`config.mk`:
```
export PLATFORM = sky130hd
export DESIGN_NAME = pick_history_scan_flat
export DESIGN_NICKNAME = d
export VERILOG_FILES = /design/src/rtl/pick_history_scan_if.sv /design/src/rtl/pick_history_scan.sv /design/src/flat_wrapper.sv
export SDC_FILE = /design/constraint.sdc
export NUM_CORES = 1
export LEC_CHECK = 0
export CAP_MARGIN = 30
export CORE_ASPECT_RATIO = 1.2
export CORE_MARGIN = 10
export CORE_UTILIZATION = 45
export DETAILED_ROUTE_END_ITERATION = 10
export PLACE_DENSITY = 0.72
export SLEW_MARGIN = 40
export SYNTH_ARGS = -nofsm -noshare
export SYNTH_HDL_FRONTEND = slang
export SYNTH_SLANG_ARGS = --single-unit
```
`constraint.sdc`:
```
create_clock -name clk -period 3.5 [get_ports clk]
set_input_delay 0.35 -clock clk [delete_from_list [all_inputs] [get_ports clk]]
set_output_delay 0.35 -clock clk [all_outputs]
set_load 0.02 [all_outputs]
```
`src/rtl/pick_history_scan_if.sv`:
```
// pick_history_scan_if
//   Bundles the selector handshake (done / selected_number) and the replay
//   valid/ready stream of pick_history_scan into one interface.
//   master : the side that issues picks and consumes replay entries.
//   slave  : pick_history_scan itself.
// Signals:
//   done            one-cycle pulse, selected_number valid this cycle
//   selected_number 3-bit number chosen by the selector
//   replay_start    request a replay of the stored history
//   out_ready       replay consumer ready
//   out_valid       replay entry valid
//   out_data        replay entry value
//   replay_busy     high while a replay is in progress
//   replay_done     one-cycle pulse after the last entry was accepted
interface pick_history_scan_if;
  logic       done;
  logic [2:0] selected_number;
  logic       replay_start;
  logic       out_ready;
  logic       out_valid;
  logic [2:0] out_data;
  logic       replay_busy;
  logic       replay_done;

  modport master (
    output done, selected_number, replay_start, out_ready,
    input  out_valid, out_data, replay_busy, replay_done
  );

  modport slave (
    input  done, selected_number, replay_start, out_ready,
    output out_valid, out_data, replay_busy, replay_done
  );
endinterface

```
`src/rtl/pick_history_scan.sv`:
```
// pick_history_scan
//   Records each number picked by the unique-number selector into an
//   8-entry history (in pick order), scans that history onto an 8-digit
//   seven-segment display, flags duplicate and overflow picks, and can
//   replay the stored history over a valid/ready stream.
// Ports:
//   clk, rst  system clock, synchronous active-high reset
//   bus       pick handshake and replay stream (slave side)
//   digit     {1'b0, entry} for the seven_seg decoder
//   an        one-hot active-high digit enable, blank when entry unused
//   count     number of stored entries, 0..8
//   full      count == 8
//   dup_err   sticky: a captured value was already in the history
//   ovf_err   sticky: a pick arrived while the history was full
module pick_history_scan #(
  parameter int SCAN_DIV  = 50000,
  parameter int CHECK_DUP = 1
) (
  input  logic                clk,
  input  logic                rst,
  pick_history_scan_if.slave  bus,
  output logic [3:0]          digit,
  output logic [7:0]          an,
  output logic [3:0]          count,
  output logic                full,
  output logic                dup_err,
  output logic                ovf_err
);

  typedef enum logic [1:0] {
    IDLE   = 2'd0,
    REPLAY = 2'd1
  } state_t;

  localparam logic [19:0] DIV_LAST = 20'(SCAN_DIV - 1);

  logic [2:0]  mem [8];
  logic [7:0]  seen;
  logic        capture;
  logic [19:0] div_cnt;
  logic [2:0]  scan_idx;

  state_t      state, state_next;
  logic [2:0]  rd_idx, rd_idx_next;
  logic [3:0]  len, len_next;
  logic        replay_done_q, replay_done_next;

  assign full    = (count == 4'd8);
  assign capture = bus.done && !full;

  // History capture and error flags. Entries are written in pick order,
  // so an entry below the replay length is never rewritten until reset.
  always_ff @(posedge clk) begin
    if (rst) begin
      count   <= 4'd0;
      seen    <= 8'h00;
      dup_err <= 1'b0;
      ovf_err <= 1'b0;
      for (int i = 0; i < 8; i++) begin
        mem[i] <= 3'd0;
      end
    end else begin
      if (capture) begin
        mem[count[2:0]]              <= bus.selected_number;
        count                        <= count + 4'd1;
        seen[bus.selected_number]    <= 1'b1;
        if ((CHECK_DUP != 0) && seen[bus.selected_number]) begin
          dup_err <= 1'b1;
        end
      end
      if (bus.done && full) begin
        ovf_err <= 1'b1;
      end
    end
  end

  // Display scan: each digit stays lit for SCAN_DIV cycles; digit and an
  // are registered together so they change on the same cycle.
  always_ff @(posedge clk) begin
    if (rst) begin
      div_cnt  <= 20'd0;
      scan_idx <= 3'd0;
      digit    <= 4'd0;
      an       <= 8'h00;
    end else begin
      if (div_cnt == DIV_LAST) begin
        div_cnt  <= 20'd0;
        scan_idx <= scan_idx + 3'd1;
      end else begin
        div_cnt <= div_cnt + 20'd1;
      end
      digit <= {1'b0, mem[scan_idx]};
      an    <= ({1'b0, scan_idx} < count) ? (8'd1 << scan_idx) : 8'h00;
    end
  end

  // Replay FSM state register.
  always_ff @(posedge clk) begin
    if (rst) begin
      state         <= IDLE;
      rd_idx        <= 3'd0;
      len           <= 4'd0;
      replay_done_q <= 1'b0;
    end else begin
      state         <= state_next;
      rd_idx        <= rd_idx_next;
      len           <= len_next;
      replay_done_q <= replay_done_next;
    end
  end

  // Replay FSM next state. The length is latched from count before any
  // same-cycle capture lands, so a simultaneous pick is not replayed.
  always_comb begin
    state_next       = state;
    rd_idx_next      = rd_idx;
    len_next         = len;
    replay_done_next = 1'b0;
    case (state)
      IDLE: begin
        if (bus.replay_start && (count != 4'd0)) begin
          state_next  = REPLAY;
          rd_idx_next = 3'd0;
          len_next    = count;
        end
      end
      REPLAY: begin
        if (bus.out_ready) begin
          if ({1'b0, rd_idx} == (len - 4'd1)) begin
            state_next       = IDLE;
            replay_done_next = 1'b1;
          end else begin
            rd_idx_next = rd_idx + 3'd1;
          end
        end
      end
      default: begin
        state_next = IDLE;
      end
    endcase
  end

  assign bus.out_valid   = (state == REPLAY);
  assign bus.replay_busy = (state == REPLAY);
  assign bus.out_data    = mem[rd_idx];
  assign bus.replay_done = replay_done_q;

endmodule

```
`src/flat_wrapper.sv`:
```
// flat-port wrapper written by rule: the top's interface ports become plain ports
module pick_history_scan_flat 
#(
  parameter int SCAN_DIV  = 50000,
  parameter int CHECK_DUP = 1
)
  (clk, rst, digit, an, count, full, dup_err, ovf_err, bus_done, bus_selected_number, bus_replay_start, bus_out_ready, bus_out_valid, bus_out_data, bus_replay_busy, bus_replay_done);
  pick_history_scan_if bus_i ();
  input  logic clk;
  input  logic rst;
  output logic [3:0] digit;
  output logic [7:0] an;
  output logic [3:0] count;
  output logic full;
  output logic dup_err;
  output logic ovf_err;
  input wire logic [$bits(bus_i.done)-1:0] bus_done;
  input wire logic [$bits(bus_i.selected_number)-1:0] bus_selected_number;
  input wire logic [$bits(bus_i.replay_start)-1:0] bus_replay_start;
  input wire logic [$bits(bus_i.out_ready)-1:0] bus_out_ready;
  output wire logic [$bits(bus_i.out_valid)-1:0] bus_out_valid;
  output wire logic [$bits(bus_i.out_data)-1:0] bus_out_data;
  output wire logic [$bits(bus_i.replay_busy)-1:0] bus_replay_busy;
  output wire logic [$bits(bus_i.replay_done)-1:0] bus_replay_done;
  assign bus_i.done = bus_done;
  assign bus_i.selected_number = bus_selected_number;
  assign bus_i.replay_start = bus_replay_start;
  assign bus_i.out_ready = bus_out_ready;
  assign bus_out_valid = bus_i.out_valid;
  assign bus_out_data = bus_i.out_data;
  assign bus_replay_busy = bus_i.replay_busy;
  assign bus_replay_done = bus_i.replay_done;
  pick_history_scan #(.SCAN_DIV(SCAN_DIV), .CHECK_DUP(CHECK_DUP)) u_core (.clk(clk), .rst(rst), .bus(bus_i), .digit(digit), .an(an), .count(count), .full(full), .dup_err(dup_err), .ovf_err(ovf_err));
endmodule
```
; ---- After elaboration in Yosys (flattened, before gate mapping)
; Memories as Yosys holds them, arrays and structs flattened. A register that Yosys moved wholly into a read port is not among the register bits.
; Cells that the tools add are included.
[word_totals]
reg_bits = 56
mem_bits_rw = 24
input_bits = 8
wordCells = 73
memories = 1
[memory_table]
columns = name, depth, width, rd, rd_clocked_by_memory_dff, write_ports, line
row1 = u_core.mem, 8, 3, 2, 2, 8, pick_history_scan.sv:37  ; logic [2:0] mem [8];
[op_classes]
n_addsub = 5
order_cmp = 3
eq_ne = 8
shift = 1
n_mux = 23
bitwise = 4
reduce_logical = 16
[op_table]
columns = op, count
row1 = $mux W3, 7
row2 = $add A20 B1 Y20 const B, 1
row3 = $eq A20 B16 Y1 const B, 1
row4 = $mux W1, 9
row5 = $or A8 B8 Y8, 1
row6 = $shl A1 B3 Y8 const A, 1
row7 = $add A3 B1 Y3 const B, 2
row8 = $mux W2, 3
row9 = $pmux W3 S2, 1
row10 = $reduce_or A3 Y1, 2
row11 = $add A4 B1 Y4 const B, 1
row12 = $eq A3 B4 Y1, 1
row13 = $eq A4 B4 Y1 const B, 1
row14 = $logic_and A1 B1 Y1, 4
row15 = $lt A3 B4 Y1, 1
row16 = $lt A3 B4 Y1 const B, 1
row17 = $ne A2 B1 Y1 const B, 2
row18 = $ne A2 B2 Y1 const B, 2
row19 = $pmux W2 S2, 1
row20 = $reduce_and A2 Y1, 2
row21 = $reduce_and A4 Y1, 1
row22 = $reduce_bool A4 Y1, 1
row23 = $reduce_or A2 Y1, 2
row24 = $sub A4 B1 Y4 const B, 1
row25 = 9 further kinds, 11

; ---- Longest topological paths before layout
; Gate-level depths: netlist of the first run.
[logic_depth]
word_depth = 8
depth_mapped = 8

; ---- Least setup slack after synthesis of the first run
; OpenSTA, ideal clock, no wires.
[synth_path]
kind = reg-to-reg
start = register u_core.count[0]
end = register (tool-made name)
setup_ps = 70
arrival_time_ps = 2032
required_time_ps = 3430
setup_slack_ps = 1398
path_stages_with_launch = 9
path_buffers = 1
path_cell_list = dfxtp_1 clkbuf_1 inv_1 ha_1 nand2b_1 o21a_1 a21oi_1 or4b_1 a21oi_1
[synth_lines]
columns = element, line
row1 = start: declaration, pick_history_scan.sv:24  ; output logic [3:0] count,
row2 = start signal: assignment, pick_history_scan.sv:65  ; count <= count + 4'd1;

==> impl_results.md, run 1 <==
- Status: finished, final reports clean
- Post-CTS setup buffer count: 0
- Register area: approximately 0.0019 mm2
- Setup TNS Final: 0 ns
- Worst slew margin: 0.526
- Reg-to-reg slack, setup: around 1.3 ns
- Area Overhead vs Synth: 14.5%
- FMAX: approximately 0.37 GHz
- Root Buffer: clkbuf_8
- TritonCTS buffer count: 9
- Antenna violations before repair: 0
- Synth unique cells: between 40 and 50
- Clock skew: roughly 0.011 ns
- Area of the multi-input gates: 0.00183 mm2
- Port bufs: 31
- Worst Hold Launch: u_core.div_cnt[0]
- Routed WL: ~7800 um
- HP Class: flop to flop
- CP peak stage delay: 0.57 ns
- Worst r2r path cells: 7
- Total GRT Usage: 0.128
- Final worst path period share: 0.765
- Routed WL per cell: between 10 and 15 um
- Worst-path clk slew: about 0.080 ns
- Cells after Synth: 378
- Die area: between 0.01 and 0.015 mm2
- Iteration-0 DRC Markers: 80
- Crit Path Class: flop to output port
- Required @ worst endpoint: 3.15 ns
- Fillers: 783
- Synthesized area per cell: ~10 um2
- Register area share after synthesis: 0.495
- Setup-failing EPs final: 0
- DP HPWL: a little under 6000 um
- Max-cap violations: 0
- Leak pwr: roughly 1.6 nW
- Mapped Area: ~0.0039 mm2
- Antenna diodes: 0
- Final WS setup: approximately 0.8 ns
- Sw frac: 0.243
- Via/cell ratio: 5.20
- # rows: 37
- Share of layout cells above drive strength 1: 0.111
- Final Hold Vio Count: 0
- Most used DFF post-synth: dfxtp_1
- Crit-path leading delay family: multiplexers
- Syn_nets: roughly 400
- Starting density of the core: 0.456
- Yosys top cell area share: 0.309
- Ports: 33
- Vert. Die Dim: about 120 um
- Critical Path AT: 2.33 ns
- Tmin final: between 2 and 3 ns
- RSZ-0062 raised after global routing: false
- Crit. End Element: output port
- Gp weighted congestion: ~0.8
- Core Region: ~0.0085 mm2
- Die width: 105 um
- Worst-case clock buffer depth: 2
- Hold depth: 1
- First-pass GRT wire length: about 13000 um
- PostCTS Resize Cnt: 0
- CTS tree: yes
- Power Density: between 400 and 500 mW/mm2
- Vias in the first global route: approximately 2700
- EDFF count, synth: 24
- Drt pass-1 iters: 4
- Clock network fraction of design power: 0.348
- Routed via count: ~2700
- Launching point of the worst reg2reg path: u_core.count[0]
- Total clock sinks: 84
- P_int: ~0.0014 W
- Buf/Inv on CP: 1
- Max Fanout on Critical Path: 6
- Min-Delay Endpoint: u_core.div_cnt[0]
- NetSw: around 0.00046 W
- Sequential share of power: 0.562
- Setup WS pre-CTS: 1.18 ns
- Post-synth top area cell: dfxtp_1
- Ys async rst share: 0
- Largest net degree at the start of global routing: 43
- GRT overflow: 0
- DR DRC count: 0
- Synth Register Bits: 84
- Final ANT Viol Nets: 0
- Yosys Warn Count: 0
- CP max-delay cell: dfxtp_1
- Cell Chain, Critical Path: mux4_2 -> mux2_2 -> clkdlybuf4s50_1
- CTS Hold Buffers Added: 0
- Max-slew violations: 0
- Layout Nets: roughly 420
- Comb pwr share: 0.090
- Top cells by area, synth: dfxtp_1 31%, edfxtp_1 19%, mux4_2 7.0%
- Worst setup SP type: flop
- Worst IR Drop VDD: roughly 0.00020 V
- Slew @ Worst Pin: between 0.7 and 0.8 ns
- Skew-Pair Late Insertion Delay: about 0.36 ns
- CTS H-tree lvls: 3
-- cells by family (layout without fill, tap and decap cells) --
group | after synthesis | count (layout) | synth area share
adder cells (fa/ha/maj) | 11 | 11 | 0.0354
buffers and inverters | 32 | 60 | 0.0351
multiplexers | 22 | 22 | 0.0966
AO/OA/AOI/OAI | 41 | 41 | 0.0680
AND/OR/NAND/NOR | 163 | 163 | 0.215
other | 1 | 1 | 0.000965
XOR/XNOR | 24 | 24 | 0.0541
flip-flops | 84 | 84 | 0.495
-- sequential cells by signal, indices dropped and copies added, names as in the netlist, 3 cells and up, named ones only --
register / cells
u_core.digit: 3
u_core.rd_idx: 3
u_core.len: 4
u_core.an: 8
u_core.mem: 24
u_core.seen: 8
u_core.div_cnt: 20
u_core.count: 4
u_core.scan_idx: 3
-- cell type report --
type,instances,area share
sequential,84,0.432
multi-input combinational,262,0.411
timing repair buffer,32,0.0715
clock buffer,12,0.0374
tap,117,0.0329
inverter,13,0.0110
clock inverter,3,0.00422
-- cell usage in the layout, fill, tap and decap left out, types with 8 or more instances in the layout --
cell	synthesis	final
dfxtp_1	60	60
nor2_1	54	54
clkdlybuf4s50_1	0	31
edfxtp_1	24	24
nand2_1	18	18
xor2_1	16	16
and2_1	16	16
a21oi_1	15	15
nor3_1	15	15
inv_1	12	12
mux4_2	12	12
nand3_1	11	11
ha_1	11	11
clkbuf_8	0	10
or2_2	9	9
xnor2_1	8	8
o21ai_0	8	8
-- per-stage QoR --
step,std cells,total power (W),instance area [um2],hold WS (ns),util
6_report,523,0.00188,4450,0.464,0.522
5_1_grt,523,0.00195,4450,0.494,0.522
4_1_cts,523,0.00189,4450,0.471,0.522
3_5_place_dp,508,0.00125,4260,0.452,0.500
3_3_place_gp,508,0.00124,4260,0.446,0.500
2_1_floorplan,378,0.00119,3880,0.430,-
-- per-layer routing --
| metal | vias to the layer above | wire length, um | GRT usage | share of wire |
|---|---|---|---|---|
| met4 | 0 | 206 | 0.0644 | 0.026 |
| met2 | 54 | 4130 | 0.232 | 0.53 |
| met1 | 1279 | 3120 | 0.133 | 0.40 |
| met5 | - | 0 | 0 | 0 |
| met3 | 18 | 319 | 0.0365 | 0.041 |
| li1 | 1369 | - | - | - |
-- worst max-delay path by stage --
stage                          startpoint         endpoint  depth (start not counted)
after detailed placement             flop  bus_out_data[0]                          3
after CTS                            flop  bus_out_data[0]                          3
after floorplan           u_core.count[0]             flop                          8
after global placement               flop  bus_out_data[2]                          3
final                                flop  bus_out_data[0]                          3
after global routing                 flop  bus_out_data[0]                          3
-- Yosys cell counts (2+ instances only) --
master / number
ha_1: 11
edfxtp_1: 24
nand2_1: 18
dfxtp_1: 60
and2_1: 16
a21o_1: 2
nand3_1: 11
a31oi_1: 4
inv_1: 12
o32ai_1: 2
xnor2_1: 8
mux2_2: 4
nand2b_1: 4
nor3_1: 15
a22oi_1: 2
and3_1: 7
and4_1: 2
or2_2: 9
o21ai_0: 8
a21oi_1: 15
nor4_1: 5
mux2i_1: 6
buf_4: 4
nor2b_1: 7
xor2_1: 16
nand4_1: 6
clkbuf_1: 14
mux4_2: 12
nor3b_1: 3
nor2_1: 54
-- power groups by stage --
stage          combinational (W)  sequential, W  clock [W]
3_5_place_dp            0.000170        0.00108          0
5_1_grt                 0.000187        0.00106   0.000703
6_report                0.000169        0.00105   0.000652
4_1_cts                 0.000170        0.00105   0.000665
3_3_place_gp            0.000166        0.00108          0
2_1_floorplan           0.000115        0.00107          0
Note: power is estimated with default switching activity, not from simulation.
==> run 2, diff against run 1 <==
--- a/config.mk
+++ b/config.mk
@@ -10,7 +10,7 @@
 export CORE_MARGIN = 10
 export CORE_UTILIZATION = 45
 export DETAILED_ROUTE_END_ITERATION = 10
-export PLACE_DENSITY = 0.72
+export PLACE_DENSITY = 0.74
 export SLEW_MARGIN = 40
 export SYNTH_ARGS = -nofsm -noshare
 export SYNTH_HDL_FRONTEND = slang
==> constraint.sdc (replaced) <==
create_clock -name clk -period 2.2 [get_ports clk]
set_input_delay 0.22 -clock clk [delete_from_list [all_inputs] [get_ports clk]]
set_output_delay 0.22 -clock clk [all_outputs]
set_load 0.02 [all_outputs]
==> impl_results.md, run 2 (synthesis results as in run 1) <==
- Antenna violations before repair: 0 (unchanged)
- FMAX: roughly 0.47 GHz
- RSZ-0062 raised after global routing: false
- Drt pass-1 iters: 7 (+3)
- Setup TNS Final: 0 ns (unchanged)
- Slew @ Worst Pin: 0.577 ns (-0.128 ns)
- HP Class: flop to flop
- Worst setup SP type: flop
- Max-slew violations: 0 (unchanged)
- Clock skew: 0.0113 ns (-0.000102 ns)
- Max Fanout on Critical Path: 2 (-4)
- Sw frac: 0.271 (+0.0275)
- CP max-delay cell: mux4_2
- Area Overhead vs Synth: 16.8%
- Worst-case clock buffer depth: 2 (unchanged)
- Die width: 105 um (unchanged)
- CTS H-tree lvls: 3 (unchanged)
- Comb pwr share: 0.099 (+0.009)
- Max reg flops: 24 (unchanged)
- Crit Path Class: flop to output port
- Skew-Pair Late Insertion Delay: 0.36 ns (about the same)
- Setup-failing EPs final: 0 (unchanged)
- Via/cell ratio: 5.34 (+2.8%)
- Tmin final: ~2.1 ns
- Required @ worst endpoint: 1.98 ns (-1.17 ns)
- Total clock sinks: 84 (unchanged)
- Biggest regs: u_core.mem: 24 flops, u_core.div_cnt: 20 flops
- CP peak stage delay: 0.50 ns (-0.07 ns)
- Register with the most flip-flops: u_core.mem
- Area of the multi-input gates: 0.00183 mm2 (unchanged)
- Antenna diodes: 0 (unchanged)
- DR DRC count: 0 (unchanged)
- CTS tree: yes
- Buf/Inv on CP: 1 (unchanged)
- Core Region: 0.00852 mm2 (unchanged)
- Leak pwr: 1.67 nW (+5.0%)
- Worst IR Drop VDD: 0.000390 V (+92%)
- Status: finished, final reports clean
- Routed WL per cell: 15.2 um (+2.3%)
- Routed WL: 8170 um (+5.0%)
- Final Hold Vio Count: 0 (unchanged)
- Fillers: 778 (-0.64%)
- # rows: 37 (unchanged)
- Routed via count: 2870 (+5.5%)
- Clock network fraction of design power: 0.347 (about the same)
- Sequential share of power: 0.554 (-0.008)
- Worst-path clk slew: 0.09 ns (about the same)
- Largest net degree at the start of global routing: 43 (unchanged)
- Port bufs: 31 (unchanged)
- Final ANT Viol Nets: 0 (unchanged)
- Root Buffer: clkbuf_8
- Worst slew margin: 0.612 (+0.0862)
- Total GRT Usage: 0.132 (+0.00439)
- Ports: 33 (unchanged)
- Critical Path AT: 1.91 ns (-0.42 ns)
- Power Density: 662 mW/mm2 (+57%)
- Total chip power: 0.00300 W (+60%)
- Crit-path leading delay family: multiplexers
- Starting density of the core: 0.456 (unchanged)
- GRT overflow: 0 (unchanged)
- Vert. Die Dim: 122 um (unchanged)
- Cell Chain, Critical Path: mux4_2 -> mux2_2 -> dlygate4sd2_1
- First-pass GRT wire length: 13800 um (+5.5%)
- Gp weighted congestion: 0.854 (+7.0%)
- TritonCTS buffer count: 9 (unchanged)
- Final worst path period share: 0.966
- P_int: 0.00219 W (+54%)
- Share of layout cells above drive strength 1: 0.145 (+0.0344)
- Vias in the first global route: 2940 (+7.7%)
- NetSw: 0.000814 W (+78%)
- CTS Hold Buffers Added: 0 (unchanged)
- Leading cell type in the layout, fill and taps excluded: dfxtp_1
- DP HPWL: 5920 um (+2.3%)
- Most frequent cells in the layout: 59 x dfxtp_1, 54 x nor2_1, 27 x clkdlybuf4s50_1
- Max-cap violations: 0 (unchanged)
- Crit. End Element: output port
- Register area: 0.00193 mm2 (+0.20%)
- Iteration-0 DRC Markers: 140 (+75%)
- Die area: 0.0128 mm2 (unchanged)
- Layout Nets: 434 (+3.1%)
## run 2: cell types whose count changed in the layout (fill, tap and decap cells not counted), sizes merged
cell,before,now
buf,1,14
clkbuf,12,9
clkdlybuf4s50,31,27
dlygate4sd2,0,4
inv,13,17
## run 2: routing by layer
layer	global-route usage	wire length, um
met5	0	0
met4	0.0481	150
met3	0.0433	439
met2	0.228	4170
met1	0.151	3420
## run 2: what timing repair did
item | in CTS | in global routing
pin swaps | 0 | 1
buffers inserted | 0 | 2
setup endpoints to repair | 4 | 1
gates resized for setup | 6 | 0
## run 2: worst paths after layout
check,to,slack [ns],start,cells past startpoint
setup reg to reg,flop,0.16,u_core.len[0],7
hold reg to reg,u_core.seen[1],0.48,u_core.seen[1],2
hold / removal,u_core.seen[1],0.48,u_core.seen[1],2
setup / recovery,bus_out_data[1],0.07,u_core.mem[7][1],3
## run 2: through the flow
step	util	instances	hold WS, ns	setup slack (ns)	area [um2]
4_1_cts	0.531	535	0.482	0.0486	4520
5_1_grt	0.533	537	0.508	0.0101	4540
3_5_place_dp	0.510	519	0.459	0.0661	4340
6_report	0.533	537	0.477	0.0749	4540
3_3_place_gp	0.510	519	0.444	0.101	4340
2_1_floorplan	-	378	0.316	0.0982	3880
## run 2: layout make-up
type,count,share of cell area
Sequential cell,84,0.424
Multi-Input combinational cell,262,0.403
Timing Repair Buffer,45,0.0904
Tap cell,117,0.0323
Clock buffer,9,0.0273
Clock inverter,7,0.0124
Inverter,13,0.0108
## run 2: tightest hold or removal path: stages (launching register included)
cell and delay, ns:
dfxtp_1 0.34, a21oi_1 0.04, nor2_1 0.07
## run 2: power groups by stage
stage | clock network, W | logic [W] | registers (W)
2_1_floorplan | 0 | 0.000182 | 0.00170
3_3_place_gp | 0 | 0.000295 | 0.00170
3_5_place_dp | 0 | 0.000300 | 0.00170
4_1_cts | 0.00106 | 0.000298 | 0.00166
5_1_grt | 0.00113 | 0.000328 | 0.00167
6_report | 0.00104 | 0.000296 | 0.00166
==> run 3, diff against run 2 <==
--- a/config.mk
+++ b/config.mk
@@ -6,7 +6,6 @@
 export NUM_CORES = 1
 export LEC_CHECK = 0
 export CAP_MARGIN = 30
-export CORE_ASPECT_RATIO = 1.2
 export CORE_MARGIN = 10
 export CORE_UTILIZATION = 45
 export DETAILED_ROUTE_END_ITERATION = 10
==> impl_results.md, run 3 (synthesis results as in run 1) <==
- Status: finished, final reports clean
- Most frequent cells in the layout: 59 x dfxtp_1, 54 x nor2_1, 27 x clkdlybuf4s50_1
- First-pass GRT wire length: 13400 um (-2.9%)
- Routed WL per cell: 15.4 um (+1.2%)
- Antenna diodes: 0 (unchanged)
- Required @ worst endpoint: 1.98 ns (about the same)
- Routed WL: 8060 um (-1.4%)
- Port bufs: 31 (unchanged)
- Die area: 0.0127 mm2 (-0.12%)
- Leak pwr: 1.68 nW (+0.27%)
- Die width: 113 um (+7.7%)
- Worst setup SP type: flop
- Leading cell type in the layout, fill and taps excluded: dfxtp_1
- Worst slew margin: 0.610 (-0.00260)
- Crit. End Element: output port
- Reg-to-reg slack, setup: 0.14 ns (-0.02 ns)
- Highest metal used: met4
- Slew @ Worst Pin: 0.581 ns (+0.00387 ns)
- Starting density of the core: 0.468 (+0.0120)
- Worst r2r path cells: 7 (unchanged)
- GRT overflow: 0 (unchanged)
- Total chip power: 0.00304 W (+1.1%)
- Register with the most flip-flops: u_core.mem
- Max-slew violations: 0 (unchanged)
- Setup-failing EPs final: 0 (unchanged)
- Final worst path period share: 0.951 (-0.0148)
- Root Buffer: clkbuf_8
- Final ANT Viol Nets: 0 (unchanged)
- RSZ-0062 raised after global routing: false
- Max-cap violations: 0 (unchanged)
- CTS tree: yes
- DR DRC count: 0 (unchanged)
- Worst-path clk slew: 0.09 ns (about the same)
- TritonCTS buffer count: 9 (unchanged)
- Crit Path Class: flop to output port
- Fillers: 726 (-6.7%)
- Critical Path AT: 1.87 ns (-0.04 ns)
- Worst Hold Launch: u_core.div_cnt[0]
- Hold depth: 1 (-1)
- Iteration-0 DRC Markers: 173 (+24%)
- Max reg flops: 24 (unchanged)
- M1 wire length: 3590 um (+5.0%)
- Total clock sinks: 84 (unchanged)
- Max Fanout on Critical Path: 6 (+4)
- Antenna violations before repair: 0 (unchanged)
- Worst IR Drop VDD: 0.000449 V (+15%)
- Vias in the first global route: 2722 (-7.4%)
- Drt pass-1 iters: 4 (-3)
- Vert. Die Dim: 113 um (-7.3%)
- CTS H-tree lvls: 3 (unchanged)
- WL met3: 548 um (+25%)
- Power Density: 672 mW/mm2 (+1.5%)
- Share of layout cells above drive strength 1: 0.136 (-0.00887)
- Gp weighted congestion: 0.826 (-3.3%)
- Tmin final: 2.09 ns (-0.0326 ns)
- Clock skew: 0.0105 ns (-0.000793 ns)
- Core Region: 0.00830 mm2 (-2.6%)
- DP HPWL: 5730 um (-3.1%)
- Area Overhead vs Synth: 16.4%
- Ports: 33 (unchanged)
- Worst-case clock buffer depth: 2 (unchanged)
- Met2 WL: 3840 um (-7.8%)
- Launching point of the worst reg2reg path: u_core.len[0]
- Largest net degree at the start of global routing: 43 (unchanged)
- Hold WS: 0.470 ns (-0.00738 ns)
- # rows: 33 (-11%)
- Final Hold Vio Count: 0 (unchanged)
- Skew-Pair Late Insertion Delay: 0.36 ns (about the same)
- Total GRT Usage: 0.128 (-0.00443)
- HP Class: flop to flop
- Setup TNS Final: 0 ns (unchanged)
- FMAX: 0.478 GHz (+1.6%)
- Layout Nets: 432 (-0.46%)
- Via/cell ratio: 5.36 (+0.21%)
- Min-Delay Endpoint: u_core.div_cnt[0]
- Biggest regs: u_core.mem: 24 flops, u_core.div_cnt: 20 flops
- Routed via count: 2801 (-2.4%)
==> run 3: changes by cell type in the layout (fill, tap and decap cells not counted), sizes merged <==
| cell | delta |
|---|---|
| buf | -2 |
| bufinv | +1 |
| clkinv | +2 |
| clkbuf | +1 |
| dlymetal6s2s | +1 |
| inv | -4 |
| dlygate4sd2 | -1 |
==> run 3: worst max-delay path by stage <==
stage / start / to / slack (ns)
final: flop / bus_out_data[0] / 0.11
after detailed placement: flop / bus_out_data[1] / 0.08
after floorplan: u_core.count[0] / flop / 0.1
after global placement: flop / bus_out_data[2] / 0.12
after CTS: u_core.count[1] / full / 0.001
after global routing: u_core.len[0] / flop / 0.002
==> run 3: routing by layer <==
layer,track usage,up-vias
met5,0,-
met4,0.0423,0
met3,0.0433,6
met2,0.202,72
met1,0.160,1327
li1,-,1396
==> run 3: critical path, stage by stage (launching register included) <==
cell	delay [ns]
dfxtp_4	0.42
mux4_2	0.51
mux2_2	0.27
dlygate4sd2_1	0.32
==> run 3: final cells by class <==
| class | count | area [um2] | area share |
|---|---|---|---|
| multi-input cells | 262 | 1830 | 0.404 |
| flip-flops and latches | 84 | 1930 | 0.426 |
| repair buffers | 43 | 399 | 0.0882 |
| clock buffers | 10 | 128 | 0.0282 |
| well taps | 105 | 131 | 0.0290 |
| clock inverters | 6 | 63.8 | 0.0141 |
| inverters | 13 | 48.8 | 0.0108 |
==> run 3: where the power goes <==
group          internal [W]  total (W)  switching (W)
Clock              0.000525    0.00108       0.000554
Sequential          0.00163    0.00167      0.0000344
Combinational      0.000128   0.000292       0.000164
==> run 3: repair_timing <==
action	4_1_cts	5_1_grt
buffers inserted	0	0
pin swaps	0	0
resized for setup	5	1
hold buffers	0	0
endpoints found under the setup margin	3	1
==> run 3: through the flow <==
step           std cells  instance area [um2]  setup slack, ns   util
6_report             523                 4520            0.108  0.545
3_5_place_dp         507                 4330           0.0803  0.522
2_1_floorplan        378                 3880           0.0982      -
4_1_cts              523                 4520          0.00139  0.545
3_3_place_gp         507                 4330            0.119  0.522
5_1_grt              523                 4520          0.00192  0.545
==> RTL edit, RTL diff (settings of run 3) <==
Put one more register stage on the output `an`. The value now appears one clock later. The other outputs are not delayed to match. Comments in the files are not updated.
--- a/src/rtl/pick_history_scan.sv
+++ b/src/rtl/pick_history_scan.sv
@@ -35,2 +35,4 @@
   localparam logic [19:0] DIV_LAST = 20'(SCAN_DIV - 1);
+
+  logic [7:0] an_s0;
 
@@ -83,3 +85,3 @@
       digit    <= 4'd0;
-      an       <= 8'h00;
+      an_s0    <= 8'h00;
     end else begin
@@ -92,3 +94,3 @@
       digit <= {1'b0, mem[scan_idx]};
-      an    <= ({1'b0, scan_idx} < count) ? (8'd1 << scan_idx) : 8'h00;
+      an_s0 <= ({1'b0, scan_idx} < count) ? (8'd1 << scan_idx) : 8'h00;
     end
@@ -147,2 +149,6 @@
 
+  always_ff @(posedge clk) begin
+    an <= an_s0;
+  end
+
 endmodule
Check against the original RTL: not equivalent (a bounded check fails within 4 cycles, from zero or initial values and one cycle with rst high).
==> RTL edit against run 3 <==
Sequential cell count is 8 higher; routed wire length fell by 1.1%; register-to-register slack better by 0.11 ns; clock power shrank 9%; die area up 3.7%; power grew 2.1%; setup slack got worse by 0.016 ns; non-clock buffer count is 4 higher; area after synthesis rose by 4.5%; combinational power is 3% higher; final area up 4.1%; worst hold slack worse by 0.14 ns.
==> RTL edit: results <==
{
  "status": "complete, no violations",
  "drtIter0Drc": 132,
  "grtUsageTotal_pct": 12.4,
  "tightest_slew_ns": 0.629,
  "critPathMaxStageDelay_ns": 0.48,
  "placed_cells": 522,
  "cts_root_buf": "clkbuf_8",
  "fin_nets": 444,
  "worstSetupPathType": "reg -> out",
  "dpl_cell_area_mm2": 0.00455,
  "top_regs": "u_core.mem: 24 flops, u_core.div_cnt: 20 flops",
  "hpwl_um": 5980,
  "hold_path_end": "u_core.an[4]",
  "reg2reg_slack_ns": 0.25,
  "crit_fanout": 6,
  "hold_depth": 0,
  "gp_congestion": 0.864,
  "clk_latency_ns": 0.35,
  "synth_async_sr_flop_share_pct": 0,
  "cts_resized": 3,
  "yosysWarningCount": 0,
  "max-vdd-ir-drop_mv": 0.295,
  "post_cts_buffers": 0,
  "firstDrtPassIters": 4,
  "insertedDiodeCount": 0,
  "worst_r2r_startpoint": "u_core.len[0]",
  "io_buffers": 31,
  "synth_seq_area_share_pct": 51.3,
  "critPathArrivalTime_ns": 1.89,
  "antenna_found_initial": 0,
  "holdWs_ns": 0.332,
  "cts_buffers": 9,
  "grt_max_degree": 33,
  "cts_max_level": 3,
  "grt_pass1_wl_um": 13200,
  "yosys-top-cells-area": "dfxtp_1, edfxtp_1, mux4_2",
  "ys_types": 54,
  "layout-drive-gt1-share_pct": 13.5,
  "pre_cts_ws_ns": 0.177,
  "grt_pass1_vias": 2747,
  "finalWirelength_um": 7960,
  "fmax_mhz": 474,
  "p_leak_nw": 1.76,
  "path_clk_slew_ns": 0.09,
  "dr_total_vias": 2819,
  "synthesis.nets": 405,
  "synthTopCellsByCount": "dfxtp_1, nor2_1, and2_1, nand2_1, edfxtp_1",
  "netlist_instances": 386,
  "critical_path.top_delay_family": "multiplexers",
  "clock_skew_ns": 0.00621,
  "wl_per_cell_um": 14.8,
  "hp-start": "u_core.an_s0[4]",
  "hp-class": "reg -> reg"
}
[RTL edit: logic make-up after synthesis]
logic type	Yosys count	share of synthesized area [%]
xor+xnor	24	5.18
simple gates	155	19.5
fa+ha+maj	11	3.39
other cells	1	0.0924
buf+inv	33	3.54
compound gates	49	8.05
flops	92	51.3
mux	21	8.97
[RTL edit: per-layer routing]
layer	routed length (µm)	GRT usage, %
met1	3530	15.1
met2	3840	19.8
met3	448	4.22
met4	148	4.79
met5	0	0
[RTL edit: power by group]
| group | total (mW) | leakage, nW | internal, mW | switching [mW] |
|---|---|---|---|---|
| combinational | 0.302 | 0.879 | 0.136 | 0.166 |
| clock | 0.984 | 0.0845 | 0.412 | 0.572 |
| sequential | 1.82 | 0.800 | 1.78 | 0.0344 |
[RTL edit: cell type report]
type / instances / area [µm²]
tap: 108 / 135
multi-input combinational: 261 / 1830
clock inverter: 6 / 38.8
timing repair buffer: 47 / 439
sequential: 92 / 2080
inverter: 14 / 52.6
fill: 774 / 4050
clock buffer: 10 / 128
